### config.mk
export PLATFORM = sky130hd
export DESIGN_NAME = sr_latch_monitor
export DESIGN_NICKNAME = d
export VERILOG_FILES = /design/src/rtl/sr_latch_monitor.sv
export SDC_FILE = /design/constraint.sdc
export NUM_CORES = 1
export LEC_CHECK = 0
export CAP_MARGIN = 20
export CORE_ASPECT_RATIO = 0.8
export CORE_UTILIZATION = 50
export CTS_BUF_LIST = sky130_fd_sc_hd__clkbuf_16
export DETAILED_ROUTE_END_ITERATION = 6
export PLACE_DENSITY = 0.76
export SYNTH_ARGS = -nofsm -noshare
export SYNTH_HDL_FRONTEND = slang
export SYNTH_SLANG_ARGS = --single-unit
### constraint.sdc
create_clock -name clk -period 1.9 [get_ports clk]
set_input_delay 0.285 -clock clk [delete_from_list [all_inputs] [get_ports clk]]
set_output_delay 0.285 -clock clk [all_outputs]
set_load 0.01 [all_outputs]
### src/rtl/sr_latch_monitor.sv
// Clocked observer for an SR latch: synchronises Q/Q_BAR, classifies the latch
// state, counts SET/RESET entries and flags sustained invalid (Q == Q_BAR) conditions.
module sr_latch_monitor #(
    parameter int SYNC_STAGES = 2,
    parameter int CNT_W       = 8,
    parameter int INVALID_LIM = 4
) (
    input  logic             clk,
    input  logic             rst,
    input  logic             q_in,
    input  logic             qbar_in,
    input  logic             clr_counts,
    output logic [1:0]       state,
    output logic [CNT_W-1:0] set_count,
    output logic [CNT_W-1:0] reset_count,
    output logic             change_pulse,
    output logic             invalid_pulse,
    output logic             invalid_flag
);

    localparam int BAD_W = $clog2(INVALID_LIM + 1);

    typedef enum logic [1:0] {
        ST_UNKNOWN = 2'b00,
        ST_SET     = 2'b01,
        ST_RESET   = 2'b10,
        ST_INVALID = 2'b11
    } state_t;

    logic [SYNC_STAGES-1:0] q_sync;
    logic [SYNC_STAGES-1:0] qbar_sync;
    logic                   qs;
    logic                   qbs;
    logic [BAD_W-1:0]       bad_cnt;
    state_t                 state_r;
    state_t                 state_nxt;
    logic                   good_set;
    logic                   good_reset;
    logic                   bad;
    logic                   at_limit;
    logic                   enter_set;
    logic                   enter_reset;
    logic                   enter_invalid;

    function automatic logic [CNT_W-1:0] sat_inc(input logic [CNT_W-1:0] v);
        return (&v) ? v : v + 1'b1;
    endfunction

    function automatic logic [BAD_W-1:0] bad_inc(input logic [BAD_W-1:0] v);
        return (v >= BAD_W'(INVALID_LIM)) ? BAD_W'(INVALID_LIM) : v + 1'b1;
    endfunction

    assign qs         = q_sync[SYNC_STAGES-1];
    assign qbs        = qbar_sync[SYNC_STAGES-1];
    assign good_set   = qs & ~qbs;
    assign good_reset = ~qs & qbs;
    assign bad        = (qs == qbs);
    // Current bad sample counts toward the limit, hence the +1.
    assign at_limit   = bad && ((int'(bad_cnt) + 1) >= INVALID_LIM);

    always_comb begin
        state_nxt = state_r;
        if (good_set) begin
            state_nxt = ST_SET;
        end else if (good_reset) begin
            state_nxt = ST_RESET;
        end else if (at_limit) begin
            state_nxt = ST_INVALID;
        end
    end

    assign enter_set     = (state_nxt == ST_SET)     && (state_r != ST_SET);
    assign enter_reset   = (state_nxt == ST_RESET)   && (state_r != ST_RESET);
    assign enter_invalid = (state_nxt == ST_INVALID) && (state_r != ST_INVALID);

    always_ff @(posedge clk) begin
        if (rst) begin
            q_sync        <= '0;
            qbar_sync     <= '1;
            bad_cnt       <= '0;
            state_r       <= ST_UNKNOWN;
            set_count     <= '0;
            reset_count   <= '0;
            change_pulse  <= 1'b0;
            invalid_pulse <= 1'b0;
            invalid_flag  <= 1'b0;
        end else begin
            q_sync        <= {q_sync[SYNC_STAGES-2:0], q_in};
            qbar_sync     <= {qbar_sync[SYNC_STAGES-2:0], qbar_in};
            bad_cnt       <= bad ? bad_inc(bad_cnt) : '0;
            state_r       <= state_nxt;
            change_pulse  <= (state_nxt != state_r);
            invalid_pulse <= enter_invalid;
            // Clear takes priority over a coincident increment or INVALID entry.
            if (clr_counts) begin
                set_count    <= '0;
                reset_count  <= '0;
                invalid_flag <= 1'b0;
            end else begin
                if (enter_set)     set_count    <= sat_inc(set_count);
                if (enter_reset)   reset_count  <= sat_inc(reset_count);
                if (enter_invalid) invalid_flag <= 1'b1;
            end
        end
    end

    assign state = state_r;

endmodule
==> flow_summary.toml <==
[layout]
areaGrowthSynthToFinish_pct = 32.3
antenna_cells_inserted = 0
nNetsFinal = 192
drive_gt1_share_pct = 7.78
final_cell_count_no_fill = 216

[timing]
slew_headroom_pct = 67.6
max_freq_mhz = 568
tightestPinTransition_ns = 0.479
report.final.hold_viol_count = 0
final_period_minus_worst_setup_slack_ns = 1.76
rsz0062_at_grt = "no"
hold-worst-slack_ns = 0.412
setup_tns_ns = 0
post-route-worst-setup-slack_ns = 0.139
period_share_pct = 92.7
report.final.slew_viol_count = 0
worst_clock_skew_ns = 0.00175
final-setup-viol-count = 0

[synthesis]
post_synth_inst_count = 151
synth-async-reset-ratio_pct = 0
syn_nets = 162
synth_area_per_cell_sq_um = 8.64
syn_area_sq_um = 1310
yosysWarnings = 0
post_synth_num_cell_types = 37
synth_enable_flop_cells = 0
top_ff_cell_synth = "dfxtp_1"
postSynthRegisterBits = 28
seq_area_frac_synth_pct = 43.0

[worst_setup_path]
crit_slowest_cell = "or4_1"
critical_path_arrival_ns = 1.95
worstSetupStartpointType = "register"
worst_stage_delay_on_the_critical_path_ns = 0.53
cp_num_buf_inv = 1
timing.critical_path.required_ns = 2.09
crit_path_max_fanout = 8
critPathTopFamily = "simple AND/OR/NAND/NOR gates"
critPathKind = "register to register"
endpoint_kind = "register"
cp_cell_sequence = "inv_1 > ha_2 > and2b_2 > nand3_1 > or4_1 > a21oi_1"

[route]
dr.first_iter.drc_count = 69
routed_wire_length_per_instance_um = 13.4
routed_wirelength_mm = 2.90
drt_first_pass_iters = 4
ant_nets = 0
drc_errors = 0
vias_per_cell = 5.58
route.vias.total = 1206

[global_route]
global_router_s_overall_resource_usage_pct = 22.8
grt_start_max_net_pins = 17
globalRoute.totalOverflow = 0
grt_pass1_vias = 1093
grtUsageMet2_pct = 38.2
busiest_grt_layer = "met2"
met1_global_route_usage_pct = 29.3
grt_pass1_wl_mm = 4.75
gr_layer_usage_met3_pct = 6.22
grt_antenna_before_repair = 0

[cts]
ctsHtreeMaxLevel = 1
cts_num_sinks = 28
worstSkewPairLatency_ns = 0.26
postCtsHoldBufs = 0
clock_tree_from_tritoncts = "done"
cts_post_setup_buffers_inserted = 0
cts.clk_slew.worst_paths_ns = 0.07
cts.path.max_buffers = 2
ctsRootBufferMaster = "clkbuf_16"
numCtsBuffers = 3

[status]
run_status = "complete, no violations"

[die]
die_height_um = 47.7
placement_rows = 16
core_region_area_sq_um = 2460
die_x_extent_um = 59.1
total_die_area_sq_um = 2820
initial_util_pct = 53.0
ioPinCount = 26

[min_path]
hold_class = "register to register"

[placement]
port_buffer_cells = 25
dp_cells = 212
post_placement_setup_slack_ns = 0.140
gp_congestion = 0.862
post-dp-hpwl_mm = 2.09

[power]
vdd.ir_drop.worst_mv = 0.702
power.static_leakage_nw = 0.596
power_per_cell_area_nw_per_um2 = 756

[run]
drv.max_cap_violation_count = 0
-- worst paths after layout --
check                             startpoint              to  slack, ns  depth (start not counted)
worst min-delay path            qbar_sync[0]    qbar_sync[1]       0.41                          1
worst max register to register  qbar_sync[1]  reset_count[3]       0.14                          6
worst min register to register  qbar_sync[0]    qbar_sync[1]       0.41                          1
worst max-delay path            qbar_sync[1]  reset_count[3]       0.14                          6
-- synthesized netlist by cell type, drive strengths merged, types with 2 or more instances --
cell	n	area, sq um
dfxtp	28	561
nand2	16	60.1
nor2	10	37.5
inv	8	30.0
nor3	7	35.0
a21oi	6	30.0
ha	6	75.1
a31oi	5	31.3
nand4	5	31.3
nor2b	5	31.3
o21ai	5	25.0
or3	5	31.3
nand3	4	20.0
nor4	4	25.0
clkbuf	3	11.3
mux2i	3	30.0
nand2b	3	18.8
o31a	3	26.3
or2	3	18.8
a211oi	2	15.0
and3	2	12.5
nor4b	2	17.5
o311ai	2	17.5
o31ai	2	15.0
-- area by class of cell --
type / count / area (sq um)
fill: 210 / 736
sequential: 28 / 561
timing repair buffer: 28 / 273
clock inverter: 1 / 30.0
tap: 36 / 45.0
multi-input combinational: 112 / 713
clock buffer: 3 / 75.1
inverter: 8 / 30.0
-- worst register-to-register path, delay by kind of cell (launching register included) --
family / cells / cell delay [ns]
and+or+nand+nor: 3 / 0.92
DFF: 1 / 0.33
adders and majority gates: 1 / 0.21
AOI/OAI and AO/OA: 1 / 0.17
buffers and inverters: 1 / 0.05
-- state kept, by name, summed over array words and instances (netlist names) --
register	cells
bad_cnt	3
state	2
qbar_sync	2
change_pulse	1
q_sync	2
invalid_pulse	1
reset_count	8
invalid_flag	1
set_count	8
-- layer usage --
metal / share of wire [%] / wire [um]
met1: 47 / 1360
met2: 49 / 1420
met3: 3.8 / 110
met4: 0.38 / 11
met5: 0 / 0
-- per-stage QoR --
stage / utilization, % / total power, mW / area [sq um]
after floorplan: - / 0.664 / 1310
after global placement: 65.4 / 0.695 / 1610
after detailed placement: 65.4 / 0.699 / 1610
after CTS: 69.7 / 1.31 / 1720
after global routing: 70.1 / 1.35 / 1730
final: 70.1 / 1.30 / 1730
-- where the power goes --
part | total (mW) | leakage, nW | switching [mW] | internal [mW]
registers | 0.605 | 0.227 | 0.00816 | 0.597
logic | 0.0814 | 0.318 | 0.0412 | 0.0402
clock network | 0.618 | 0.0511 | 0.199 | 0.419
total | 1.30 | 0.596 | 0.248 | 1.06
-- cell usage in the layout, fill, tap and decap left out, types with 2 or more instances in the layout --
| cell | instances |
|---|---|
| nor2_1 | 10 |
| clkbuf_16 | 3 |
| ha_1 | 5 |
| o21ai_0 | 5 |
| o31ai_1 | 2 |
| nand2b_1 | 3 |
| inv_1 | 8 |
| or2_2 | 3 |
| or3_1 | 5 |
| nand2_1 | 16 |
| clkdlybuf4s50_1 | 25 |
| o31a_1 | 3 |
| nor2b_1 | 5 |
| a21oi_1 | 6 |
| and3_1 | 2 |
| a31oi_1 | 5 |
| nor4_1 | 3 |
| nor4b_1 | 2 |
| nand3_1 | 4 |
| buf_4 | 3 |
| dfxtp_1 | 28 |
| nor3_1 | 7 |
| nand4_1 | 5 |
| a211oi_1 | 2 |
| mux2i_1 | 3 |
-- logic make-up (layout without fill, tap and decap cells) --
logic type,after synthesis,after routing,share of synthesized area [%]
fa+ha+maj,6,6,5.75
flops,28,28,43.0
compound gates,29,29,15.0
buf+inv,11,40,3.16
simple gates,73,73,30.2
mux,3,3,2.30
xor+xnor,1,1,0.671
-- timing repair --
| action | CTS | global route |
|---|---|---|
| hold endpoints to repair | 0 | 0 |
| gates resized for setup | 0 | 3 |
| setup endpoints to repair | 0 | 4 |
(Power assumes the default switching activity.)
